===== config.mk =====
export PLATFORM = sky130hd
export DESIGN_NAME = uart_rom_loader_flat
export DESIGN_NICKNAME = d
export VERILOG_FILES = /design/src/rtl/uart_rom_loader_pkg.sv /design/src/rtl/uart_rom_loader_if.sv /design/src/rtl/uart_rx_byte.sv /design/src/rtl/uart_rom_loader.sv /design/src/flat_wrapper.sv
export SDC_FILE = /design/constraint.sdc
export NUM_CORES = 1
export LEC_CHECK = 0
export BUFFER_PORTS_ARGS = -buffer_cell sky130_fd_sc_hd__buf_2
export CAP_MARGIN = 0
export CORE_MARGIN = 2
export CORE_UTILIZATION = 54
export DETAILED_ROUTE_END_ITERATION = 10
export PLACE_DENSITY = 0.81
export SLEW_MARGIN = 10
export SYNTH_ARGS = -nofsm -noshare
export SYNTH_HDL_FRONTEND = slang
export SYNTH_HIERARCHICAL = 1
export SYNTH_SLANG_ARGS = --single-unit

===== constraint.sdc =====
create_clock -name clk -period 2.2 [get_ports clk]
set_input_delay 0.22 -clock clk [delete_from_list [all_inputs] [get_ports clk]]
set_output_delay 0.22 -clock clk [all_outputs]
set_load 0.02 [all_outputs]

===== src/rtl/uart_rom_loader_pkg.sv =====
// uart_rom_loader_pkg: shared state enums and frame constants for the UART ROM loader
package uart_rom_loader_pkg;
  typedef enum logic [1:0] {RX_IDLE, RX_START, RX_DATA, RX_STOP} rx_state_t;
  typedef enum logic [2:0] {LD_LEN0, LD_LEN1, LD_DATA, LD_DONE, LD_ERROR} ld_state_t;
  localparam int BITS_PER_FRAME = 10;
  function automatic int half_bit(input int wait_cycles);
    return wait_cycles / 2;
  endfunction
endpackage


===== src/rtl/uart_rom_loader_if.sv =====
// uart_rom_loader_if: serial input plus ROM write port and loader status
interface uart_rom_loader_if #(parameter int ADDR_WIDTH = 8);
  logic uart_rx;
  logic rom_we;
  logic [ADDR_WIDTH-1:0] rom_addr;
  logic [31:0] rom_wdata;
  logic cpu_hold;
  logic done;
  logic frame_err;
  logic overflow;
  modport master(input uart_rx, output rom_we, rom_addr, rom_wdata, cpu_hold, done, frame_err, overflow);
  modport slave(output uart_rx, input rom_we, rom_addr, rom_wdata, cpu_hold, done, frame_err, overflow);
endinterface


===== src/rtl/uart_rx_byte.sv =====
// uart_rx_byte: synchronised UART receiver emitting one-cycle byte and frame-error pulses
module uart_rx_byte
  import uart_rom_loader_pkg::*;
#(
  parameter int WAIT = 8
) (
  input  logic       clk,
  input  logic       reset,
  input  logic       i_rx,
  output logic       o_valid,
  output logic [7:0] o_byte,
  output logic       o_ferr
);
  localparam int CW = $clog2(WAIT);
  rx_state_t r_state;
  logic [1:0] r_sync;
  logic r_prev;
  logic [CW-1:0] r_cnt;
  logic [2:0] r_bit;
  logic [7:0] r_shift;
  logic w_rx, w_half, w_full;
  assign w_rx = r_sync[1];
  assign w_half = r_cnt == CW'(half_bit(WAIT) - 1);
  assign w_full = r_cnt == CW'(WAIT - 1);
  assign o_byte = r_shift;
  always_ff @(posedge clk)
    if (!reset) begin
      r_state <= RX_IDLE;
      r_sync <= 2'b11;
      r_prev <= 1'b1;
      r_cnt <= '0;
      r_bit <= '0;
      r_shift <= '0;
      o_valid <= 1'b0;
      o_ferr <= 1'b0;
    end else begin
      r_sync <= {r_sync[0], i_rx};
      r_prev <= w_rx;
      o_valid <= 1'b0;
      o_ferr <= 1'b0;
      r_cnt <= r_cnt + 1'b1;
      case (r_state)
        RX_IDLE: begin
          r_cnt <= '0;
          r_bit <= '0;
          if (r_prev && !w_rx) r_state <= RX_START;
        end
        RX_START: if (w_half) begin
          r_cnt <= '0;
          r_state <= w_rx ? RX_IDLE : RX_DATA;
        end
        RX_DATA: if (w_full) begin
          r_cnt <= '0;
          r_shift <= {w_rx, r_shift[7:1]};
          r_bit <= r_bit + 1'b1;
          if (r_bit == 3'(BITS_PER_FRAME - 3)) r_state <= RX_STOP;
        end
        RX_STOP: if (w_full) begin
          r_state <= RX_IDLE;
          o_valid <= w_rx;
          o_ferr <= !w_rx;
        end
      endcase
    end
endmodule


===== src/rtl/uart_rom_loader.sv =====
// uart_rom_loader: loads a length-prefixed UART program image into ROM and releases the CPU when complete
module uart_rom_loader
  import uart_rom_loader_pkg::*;
#(
  parameter int WAIT = 8,
  parameter int ADDR_WIDTH = 8
) (
  input logic clk,
  input logic reset,
  uart_rom_loader_if.master bus
);
  ld_state_t r_state;
  logic [15:0] r_n, r_k;
  logic [1:0] r_bcnt;
  logic [23:0] r_word;
  logic r_we, r_hold, r_done, r_ferr, r_ovf;
  logic [ADDR_WIDTH-1:0] r_addr;
  logic [31:0] r_wdata;
  logic w_valid, w_ferr, w_fits;
  logic [7:0] w_byte;
  logic [31:0] w_word;
  uart_rx_byte #(.WAIT(WAIT)) u_rx (
    .clk(clk),
    .reset(reset),
    .i_rx(bus.uart_rx),
    .o_valid(w_valid),
    .o_byte(w_byte),
    .o_ferr(w_ferr)
  );
  assign w_word = {w_byte, r_word};
  assign w_fits = (r_k >> ADDR_WIDTH) == 16'd0;
  assign bus.rom_we = r_we;
  assign bus.rom_addr = r_addr;
  assign bus.rom_wdata = r_wdata;
  assign bus.cpu_hold = r_hold;
  assign bus.done = r_done;
  assign bus.frame_err = r_ferr;
  assign bus.overflow = r_ovf;
  always_ff @(posedge clk)
    if (!reset) begin
      r_state <= LD_LEN0;
      r_n <= '0;
      r_k <= '0;
      r_bcnt <= '0;
      r_word <= '0;
      r_we <= 1'b0;
      r_addr <= '0;
      r_wdata <= '0;
      r_hold <= 1'b1;
      r_done <= 1'b0;
      r_ferr <= 1'b0;
      r_ovf <= 1'b0;
    end else begin
      r_we <= 1'b0;
      if (w_ferr && r_state inside {LD_LEN0, LD_LEN1, LD_DATA}) begin
        r_ferr <= 1'b1;
        r_state <= LD_ERROR;
      end else if (w_valid)
        case (r_state)
          LD_LEN0: begin
            r_n[7:0] <= w_byte;
            r_state <= LD_LEN1;
          end
          LD_LEN1: begin
            r_n[15:8] <= w_byte;
            r_state <= {w_byte, r_n[7:0]} == 16'd0 ? LD_DONE : LD_DATA;
          end
          LD_DATA: begin
            r_word <= w_word[31:8];
            r_bcnt <= r_bcnt + 2'd1;
            if (r_bcnt == 2'd3) begin
              r_k <= r_k + 16'd1;
              if (w_fits) begin
                r_we <= 1'b1;
                r_addr <= r_k[ADDR_WIDTH-1:0];
                r_wdata <= w_word;
              end else r_ovf <= 1'b1;
              if (r_k == r_n - 16'd1) r_state <= LD_DONE;
            end
          end
          default: ;
        endcase
      if (r_state == LD_DONE) begin
        r_done <= 1'b1;
        r_hold <= 1'b0;
      end
    end
endmodule


===== src/flat_wrapper.sv =====
// flat-port wrapper written by rule: the top's interface ports become plain ports
module uart_rom_loader_flat import uart_rom_loader_pkg::*;
#(
  parameter int WAIT = 8,
  parameter int ADDR_WIDTH = 8
)
  (clk, reset, bus_uart_rx, bus_rom_we, bus_rom_addr, bus_rom_wdata, bus_cpu_hold, bus_done, bus_frame_err, bus_overflow);
  uart_rom_loader_if #(.ADDR_WIDTH(ADDR_WIDTH)) bus_i ();
  input logic clk;
  input logic reset;
  input wire logic [$bits(bus_i.uart_rx)-1:0] bus_uart_rx;
  output wire logic [$bits(bus_i.rom_we)-1:0] bus_rom_we;
  output wire logic [$bits(bus_i.rom_addr)-1:0] bus_rom_addr;
  output wire logic [$bits(bus_i.rom_wdata)-1:0] bus_rom_wdata;
  output wire logic [$bits(bus_i.cpu_hold)-1:0] bus_cpu_hold;
  output wire logic [$bits(bus_i.done)-1:0] bus_done;
  output wire logic [$bits(bus_i.frame_err)-1:0] bus_frame_err;
  output wire logic [$bits(bus_i.overflow)-1:0] bus_overflow;
  assign bus_i.uart_rx = bus_uart_rx;
  assign bus_rom_we = bus_i.rom_we;
  assign bus_rom_addr = bus_i.rom_addr;
  assign bus_rom_wdata = bus_i.rom_wdata;
  assign bus_cpu_hold = bus_i.cpu_hold;
  assign bus_done = bus_i.done;
  assign bus_frame_err = bus_i.frame_err;
  assign bus_overflow = bus_i.overflow;
  uart_rom_loader #(.WAIT(WAIT), .ADDR_WIDTH(ADDR_WIDTH)) u_core (.clk(clk), .reset(reset), .bus(bus_i));
endmodule

==> summary.md, run 1 <==
| Metric | Value |
|---|---|
| Status | `complete, no violations` |
| Vias per inst | `between 5 and 6` |
| Worst min path class | `input pin to register` |
| Post-Synthesis Cells | `between 600 and 700` |
| Post-synth EDFFs | `0` |
| Multi-input gate area | `~3000 um^2` |
| Critical-path cell list | `ha_1, nand4bb_4, or4_4, or2_1, nor3_2, xnor2_1, and2_1` |
| Worst setup margin | `79.7 ps` |
| CTS Buf Count | `17` |
| Congestion Overflow GR | `0` |
| Crit end category | `register` |
| Final Skew | `15.3 ps` |
| Crit-path max FO | `6` |
| CTS sink count | `127` |
| All-Layer GR Usage | `22.9%` |
| Fmax | `roughly 470 MHz` |
| # fillers | `836` |
| Antenna diodes | `0` |
| Share of the synthesized area in the top cell type | `between 40% and 50%` |
| Syn nets | `671` |
| Post-synth ARST share | `0%` |
| Area leader, netlist | `dfxtp_1` |
| Period minus WS final | `approximately 2100 ps` |
| Slowest CP cell | `or4_4` |
| GP Congestion | `approximately 0.85` |
| Synth Register Bits | `127` |
| Fin cells | `851` |
| Ys flop type | `dfxtp_1` |
| Nets | `roughly 700` |
| # DRC | `0` |
| Drt initial violations | `roughly 250` |
| Wirelength, routed | `12200 um` |
| Critical Path Start Type | `register` |
| Dpl cells | `818` |
| Final ANT Viol Nets | `0` |
| Clk buf depth | `2` |
| PortBufs | `47` |
| CP arrival | `2540 ps` |
| Final HPWL DP | `8020 um` |
| Layout cells sized above 1 | `16.2%` |
| Worst rel slew slack | `67.3%` |
| H-tree Lvls | `4` |
| Count of cell types in the netlist | `56` |
| Cell Area, Synth | `5680 um^2` |
| Final Max Slew Viols | `0` |
| Pre-antenna DRT Iters | `5` |
| Initial core utilization | `55.3%` |
| Sequential Area | `approximately 2500 um^2` |
| Crit-path max cell delay | `around 550 ps` |
| Rows | `37` |
| Vias in the first global route | `between 4000 and 5000` |
| Hold Violations, Final | `0` |
| Largest net degree at the start of global routing | `138` |
| Synth Warn # | `6` |
| Top cells by area, synth | `dfxtp_1, nand2_1, a21boi_0` |
| Max IR drop VDD | `0.467 mV` |
| LEAKAGE | `2.60 nW` |
| Root Driver | `clkbuf_8` |
| Final setup viols | `0` |
| Post-Place Worst Slack | `-13.1 ps` |
| Initial antenna violation count | `0` |
| Pwr Density | `795 nW/um^2` |
| Vias | `4651` |
| Actual slew at the worst max-slew pin | `486 ps` |
| Area grow syn2layout | `18.1%` |
| Avg Cell Area, Syn | `8.62 um^2` |
| Placed cell area | `6050 um^2` |
| Post-route cell area | `roughly 6700 um^2` |
| Required time of the critical path | `2620 ps` |
| IO Count | `48` |
| Worst-path clk slew | `60 ps` |
| CTS tree | `yes` |
| First-pass GRT wire length | `20700 um` |
| DIE AREA | `around 11000 um^2` |
| MaxCap Viol Count | `0` |
| Clock Latency Late Sink | `530 ps` |
| Die width | `107 um` |
| Core area | `10300 um^2` |
| Crit Path Class | `register to register` |
| Period utilisation layout | `96.4%` |
| WL per Instance | `14.3 um` |
| Die Ht | `107 um` |
| Register area share after synthesis | `44.8%` |
[where the power goes]
group | switching, mW | internal [mW]
registers | 0.00355 | 2.30
logic | 0.0338 | 0.0307
clock network | 1.10 | 1.86
[worst paths after layout]
check | startpoint | to | slack [ps] | cells after the start
setup / recovery | u_core/r_bcnt[0]$_SDFFE_PN0P_ | u_core/r_k[14]$_SDFFE_PN0P_ | 80 | 7
hold / removal | reset | u_core/bus.rom_wdata[23]$_SDFFE_PN0P_ | 230 | 3
setup reg to reg | u_core/r_bcnt[0]$_SDFFE_PN0P_ | u_core/r_k[14]$_SDFFE_PN0P_ | 80 | 7
hold reg to reg | u_core/u_rx/r_sync[0]$_SDFF_PN1_ | u_core/u_rx/r_sync[1]$_SDFF_PN1_ | 410 | 1
[state kept, by name, summed over array words and instances, names as in the netlist, 2 cells and up, named ones only]
register	count
u_core/r_n	16
u_core/r_bcnt	2
u_core/bus.rom_wdata	32
u_core/r_k	16
u_core/u_rx/r_bit	3
u_core/r_word	24
u_core/u_rx/r_sync	2
u_core/u_rx/r_cnt	3
u_core/r_state	3
u_core/u_rx/o_byte	8
u_core/bus.rom_addr	8
[through the flow]
stage	util (%)	hold WS (ps)	power [mW]	setup TNS, ps
global placement	58.8	391	2.42	0
detailed placement	58.8	396	2.42	-13.1
floorplan	-	321	2.41	0
global route	65.2	242	5.46	-3.23
CTS	65.0	184	5.36	0
finish	65.2	229	5.33	0
[cell type report]
type | count | share of cell area (%)
multi-input combinational | 482 | 43.8
tap | 136 | 2.54
inverter | 10 | 0.560
sequential | 127 | 37.9
clock inverter | 14 | 3.10
clock buffer | 17 | 6.18
timing repair buffer | 65 | 5.93
[critical path: cells and delay by family, from the launching register on]
| kind | cells | cell delay, ps |
|---|---|---|
| adders and majority gates | 1 | 210 |
| DFF | 1 | 360 |
| and+or+nand+nor | 5 | 1360 |
| xor gates and xnor gates | 1 | 80 |
[layout by cell type (no fill, tap or decap), types with 16 or more instances in the layout]
cell	synthesis	final
clkbuf_16	0	16
o21ai_0	24	24
nor2_1	21	21
dfxtp_1	127	126
nand2_1	169	169
buf_2	6	47
a21boi_0	70	70
nand3_1	17	17
[synth_stat cells, types with 2 or more instances]
library cell,number
dfxtp_1,127
o21a_1,3
buf_2,6
nor4_2,3
nor3b_1,6
nor4b_1,2
nand4b_1,2
nand2b_1,7
inv_1,10
o22ai_1,4
nor4_1,6
mux2i_1,10
and2_1,15
a21boi_0,70
clkbuf_1,29
or4_4,3
nor3_2,2
xnor2_1,15
or4_1,3
nand2_1,169
o21ai_0,24
o211ai_1,3
nand3b_1,2
and3_1,2
buf_6,4
ha_1,9
nor2b_1,15
xor2_1,15
nand4_1,4
a21boi_1,8
nor2_1,21
or3_1,5
or2_1,2
a21oi_1,7
nand3_1,17
nor3_1,9
[logic make-up (layout without fill, tap and decap cells)]
kind of cell | after synthesis | in the layout | synth area share (%)
adder cells (fa/ha/maj) | 9 | 9 | 1.98
AND/OR/NAND/NOR | 303 | 303 | 26.8
multiplexers | 11 | 11 | 1.96
buffers and inverters | 50 | 106 | 4.03
flip-flops | 127 | 127 | 44.8
XOR/XNOR | 30 | 30 | 4.63
AO/OA/AOI/OAI | 129 | 129 | 15.9
[repair_timing]
item | 4_1_cts | 5_1_grt
hold buffers | 1 | 0
gates resized for setup | 1 | 4
endpoints found under the hold margin | 1 | 0
pin swaps | 0 | 0
setup endpoints to repair | 1 | 2
buffers inserted | 0 | 1
[layer usage]
layer  global-route usage, %  up-vias  share of wire (%)
met5                       0        -                  0
li1                        -     2316                  -
met2                    38.2      118                 49
met4                    10.4        0                1.9
met3                    4.60       22                4.3
met1                    28.5     2195                 45
No activity file was read; power rests on OpenSTA's default activity.
==> inputs of run 2 (changes only) <==
- CORE_MARGIN: 2 -> 10
==> run 2 against run 1 <==
  * Cell area shrank 0.11%
  * Combinational power grew 0.9%
  * Utilization shrank 0.073 points
  * Sequential power hardly changed
  * Maximum frequency shrank 1.2%
  * Global-route usage fell by 5.5 points
==> summary.md, run 2 (same netlist as run 1, synthesis figures left out) <==
| Metric | Value |
|---|---|
| Worst min path class | `input pin to register` |
| Crit-path max FO | `8` |
| First-pass GRT wire length | `21300 um` |
| CTS Buf Count | `17` |
| Initial antenna violation count | `0` |
| All-Layer GR Usage | `17.4%` |
| Vias | `4630` |
| Die Ht | `123 um` |
| Worst rel slew slack | `64.2%` |
| Final HPWL DP | `8440 um` |
| Layout cells sized above 1 | `between 10% and 20%` |
| Max IR drop VDD | `0.495 mV` |
| Critical-path cell list | `or4_4, nor4_2, xnor2_1, nor4_1, nand4_1, a21oi_1` |
| CTS tree | `yes` |
| Initial core utilization | `55.3%` |
| LEAKAGE | `approximately 2.6 nW` |
| Final setup viols | `0` |
| Internal | `4.02 mW` |
| H-tree Lvls | `4` |
| Most frequent cells in the layout | `nand2_1, dfxtp_1, a21boi_0, buf_2, o21ai_0` |
| Drt initial violations | `275` |
| Core area | `10300 um^2` |
| Hold Violations, Final | `0` |
| Worst-path clk slew | `roughly 60 ps` |
| Wirelength, routed | `12800 um` |
| WL per Instance | `~15 um` |
| Clock Latency Late Sink | `just over 500 ps` |
| Nets | `719` |
| Fmax | `466 MHz` |
| Worst hold margin | `251 ps` |
| MaxCap Viol Count | `0` |
| Crit end category | `register` |
| Combinational share of power | `1.3%` |
| P_sw | `1.08 mW` |
| Status | `complete, no violations` |
| Fin cells | `856` |
| Final Max Slew Viols | `0` |
| Pwr Density | `between 700 and 800 nW/um^2` |
| Vias in the first global route | `4577` |
| Max reg flops | `32` |
| Core Util, Final | `65.2%` |
| CTS sink count | `127` |
| Actual slew at the worst max-slew pin | `532 ps` |
| Clk buf depth | `2` |
| Pre-antenna DRT Iters | `5` |
| Setup_tns | `0 ps` |
| IO Count | `48` |
| Sw Share | `21.2%` |
| Root Driver | `clkbuf_8` |
| # DRC | `0` |
| Register share of total power | `45.2%` |
| Period utilisation layout | `97.6%` |
| GP Congestion | `0.893` |
| Die width | `123 um` |
| Vias per inst | `5.41` |
| Dpl cells | `820` |
| Slowest CP cell | `or4_4` |
| Clock network fraction of total power | `53.5%` |
| Crit-path max cell delay | `just over 600 ps` |
| Crit path buffers/inverters | `0` |
| Critical Path Start Type | `register` |
| Congestion Overflow GR | `0` |
| Required time of the critical path | `~2600 ps` |
| CP arrival | `approximately 2600 ps` |
| Critical path's top delay family | `simple AND/OR/NAND/NOR gates` |
| Total power | `5.10 mW` |
| DIE AREA | `15000 um^2` |
| Most common cell after layout, fill and taps aside | `nand2_1` |
| Final Skew | `around 11 ps` |
| Largest net degree at the start of global routing | `138` |
| Final ANT Viol Nets | `0` |
| Rows | `37` |
| Period minus WS final | `2150 ps` |
| Area grow syn2layout | `17.9%` |
| PortBufs | `47` |
| Crit Path Class | `register to register` |
| Antenna diodes | `0` |
## run 2: area by class of cell
| class | count | area (um^2) |
|---|---|---|
| Fill cell | 849 | 3580 |
| Multi-Input combinational cell | 482 | 2940 |
| Sequential cell | 127 | 2540 |
| Clock buffer | 21 | 449 |
| Timing Repair Buffer | 69 | 428 |
| Tap cell | 136 | 170 |
| Clock inverter | 11 | 130 |
| Inverter | 10 | 37.5 |
## run 2: per-layer routing
metal	part of all wire (%)	GRT usage, %	wire length (um)	vias to the layer above
li1	-	-	-	2320
met1	45	21.0	5700	2200
met2	49	29.4	6330	95
met3	4.8	4.36	610	15
met4	1.1	6.55	146	0
met5	0	0	0	-
## run 2: power groups by stage
stage | clock (mW) | combinational, mW | sequential (mW)
3_3_place_gp | 0 | 0.0619 | 2.36
3_5_place_dp | 0 | 0.0634 | 2.36
4_1_cts | 2.77 | 0.0651 | 2.31
2_1_floorplan | 0 | 0.0511 | 2.36
6_report | 2.73 | 0.0650 | 2.31
5_1_grt | 2.87 | 0.0713 | 2.31
## run 2: final timing paths
path | from | to | slack, ps | cells after the start
max reg2reg | u_core/r_n[2]$_SDFFE_PN0P_ | u_core/r_state[0]$_SDFFE_PP0P_ | 50 | 6
max | u_core/r_n[2]$_SDFFE_PN0P_ | u_core/r_state[0]$_SDFFE_PP0P_ | 50 | 6
min reg2reg | u_core/u_rx/r_sync[0]$_SDFF_PN1_ | u_core/u_rx/r_sync[1]$_SDFF_PN1_ | 410 | 1
min | reset | u_core/bus.cpu_hold$_SDFFE_PN1N_ | 250 | 3
## run 2: worst register-to-register path, stage by stage (launching register included)
cell and delay (ps):
dfxtp_1 330, or4_4 620, nor4_2 270, xnor2_1 110
nor4_1 430, nand4_1 160, a21oi_1 150
## run 2: per-stage QoR
step	cell area (um^2)	worst slack, ps
floorplan	5680	34.2
finish	6700	53.2
global route	6700	-6.64
CTS	6660	48.7
detailed placement	6060	-21.1
global placement	6060	30.0
## run 2: repair_timing
item,CTS,global route
hold buffers,1,0
endpoints found under the hold margin,1,0
setup endpoints to repair,1,1
pin swaps,0,2
resized for setup,1,4
setup buffers,0,3
==> inputs of run 3 (changes only) <==
- CTS_BUF_LIST: unset -> sky130_fd_sc_hd__clkbuf_4 sky130_fd_sc_hd__clkbuf_8 sky130_fd_sc_hd__clkbuf_16
- RECOVER_POWER: unset -> 100
==> run 3 against run 2 <==
  * Sequential share of layout area increased by 0.47 points
  * Largest power group unchanged
  * Global-route usage about the same
  * Sequential cell count unchanged
  * Total power increased by 0.49%
  * Count of clock-buffer cells in the layout unchanged
  * Die area unchanged
  * Sequential power about the same
  * Maximum frequency increased by 1.9%
  * Cell area decreased by 1.2%
  * Cell count unchanged
==> summary.md, run 3 (same netlist as run 1, synthesis figures left out) <==
| Metric | Value |
|---|---|
| Total power | `5.13 mW` |
| Clock Latency Late Sink | `520 ps` |
| Final Skew | `7.54 ps` |
| Initial core utilization | `between 50% and 60%` |
| WL per Instance | `15.0 um` |
| Worst rel slew slack | `54.1%` |
| CTS tree | `yes` |
| Crit Path Class | `register to register` |
| Rows | `37` |
| DIE AREA | `15000 um^2` |
| Final ANT Viol Nets | `0` |
| Antenna diodes | `0` |
| # DRC | `0` |
| Multi-input gate area | `2920 um^2` |
| Pwr Density | `775 nW/um^2` |
| Fmax | `approximately 470 MHz` |
| MaxCap Viol Count | `0` |
| Slowest CP cell | `or4_4` |
| Pre-antenna DRT Iters | `5` |
| Clk buf depth | `2` |
| H-tree Lvls | `4` |
| Busiest layer in global routing | `met2` |
| Final setup viols | `0` |
| Hold Violations, Final | `0` |
| CP arrival | `roughly 2500 ps` |
| Status | `complete, no violations` |
| Drt initial violations | `288` |
| Die Ht | `123 um` |
| Period utilisation layout | `95.7%` |
| First-pass GRT wire length | `approximately 21000 um` |
| Met2 Resource Use GR | `between 20% and 30%` |
| Core area | `a little over 10000 um^2` |
| Crit-path max cell delay | `slightly above 600 ps` |
| # fillers | `882` |
| Largest net degree at the start of global routing | `138` |
| Sw Share | `21.1%` |
| Max IR drop VDD | `approximately 0.50 mV` |
| Die width | `123 um` |
| Critical Path Start Type | `register` |
| CTS Buf Count | `17` |
| PortBufs | `47` |
| Actual slew at the worst max-slew pin | `685 ps` |
| Worst-path clk slew | `60 ps` |
| Root Driver | `clkbuf_8` |
| Critical path's top delay family | `simple AND/OR/NAND/NOR gates` |
| Register share of total power | `45.0%` |
| Critical-path cell list | `or4_4, nor4b_4, mux2_4, a211o_1, nand4_1, a21oi_1` |
| Nets | `719` |
| All-Layer GR Usage | `17.4%` |
| Most common cell after layout, fill and taps aside | `nand2_1` |
| Vias in the first global route | `4584` |
| Crit path buffers/inverters | `0` |
| Vias | `4685` |
| Period minus WS final | `approximately 2100 ps` |
| Combinational share of power | `between 1 and 1.5%` |
| CTS sink count | `~130` |
| Final Max Slew Viols | `0` |
| GP Congestion | `0.893` |
| Final HPWL DP | `8440 um` |
| Congestion Overflow GR | `0` |
| Required time of the critical path | `approximately 2600 ps` |
| Initial antenna violation count | `0` |
| Layout cells sized above 1 | `9.72%` |
| Core Util, Final | `64.4%` |
| Most frequent cells in the layout | `nand2_1, dfxtp_1, a21boi_0, clkbuf_1, o21ai_0` |
| Crit-path max FO | `8` |
| LEAKAGE | `2.35 nW` |
| Clock network fraction of total power | `53.8%` |
| Area grow syn2layout | `16.5%` |
| Met3 GRT Util | `3.95%` |
| Crit end category | `register` |
| GR met1 Demand/Resource | `21.1%` |
| Max reg flops | `32` |
| IO Count | `48` |
| Vias per inst | `5.47` |
| Sequential Area | `roughly 2500 um^2` |
| P_sw | `1.08 mW` |
| Worst min path class | `input pin to register` |
| Internal | `4.04 mW` |
| Wirelength, routed | `around 13000 um` |
[run 3: cell count changes in the layout (fill, tap and decap cells not counted), sizes merged]
cell	previous run	this run
clkbuf	21	71
buf	68	18
[run 3: power groups by stage]
| stage | sequential (mW) | combinational [mW] | clock [mW] |
|---|---|---|---|
| after floorplan | 2.36 | 0.0511 | 0 |
| after global placement | 2.36 | 0.0619 | 0 |
| after detailed placement | 2.36 | 0.0634 | 0 |
| after CTS | 2.31 | 0.0650 | 2.79 |
| after global routing | 2.31 | 0.0705 | 2.88 |
| final | 2.31 | 0.0641 | 2.76 |
[run 3: worst paths after layout]
check	startpoint	endpoint	slack (ps)	cells after the start
max reg2reg	u_core/r_n[2]$_SDFFE_PN0P_	u_core/r_state[0]$_SDFFE_PP0P_	90	6
max	u_core/r_n[2]$_SDFFE_PN0P_	u_core/r_state[0]$_SDFFE_PP0P_	90	6
min reg2reg	u_core/u_rx/r_sync[0]$_SDFF_PN1_	u_core/u_rx/r_sync[1]$_SDFF_PN1_	410	1
min	reset	u_core/bus.cpu_hold$_SDFFE_PN1N_	220	3
[run 3: metrics by stage]
step | cell area (um^2) | setup TNS [ps] | hold slack (ps) | instances | setup WS [ps]
3_5_place_dp | 6060 | -21.1 | 402 | 820 | -21.1
5_1_grt | 6620 | -5.82 | 240 | 856 | -5.82
3_3_place_gp | 6060 | 0 | 398 | 820 | 30.0
6_report | 6620 | 0 | 217 | 856 | 94.0
4_1_cts | 6660 | 0 | 182 | 853 | 48.6
2_1_floorplan | 5680 | 0 | 321 | 659 | 34.2
[run 3: tightest hold or removal path, delay by kind of cell]
kind | cells | cell delay (ps)
AND/OR/NAND/NOR | 1 | 100
buffers and inverters | 2 | 330
[run 3: repair_timing]
item,CTS,global route
buffers inserted,0,3
pin swaps,0,3
resized for setup,1,5
endpoints found under the setup margin,1,1
endpoints found under the hold margin,1,0
hold buffers,1,0
[run 3: area by class of cell]
class | instances | area share, %
timing repair buffer | 69 | 5.35
clock inverter | 11 | 1.97
sequential | 127 | 38.5
multi-input combinational | 482 | 44.2
inverter | 10 | 0.567
tap | 136 | 2.57
clock buffer | 21 | 6.90
[run 3: routing by layer]
metal  wire (um)  vias up
met5           0        -
met4         190        0
met3         556       17
met2        6350       82
met1        5750     2255
li1            -     2331
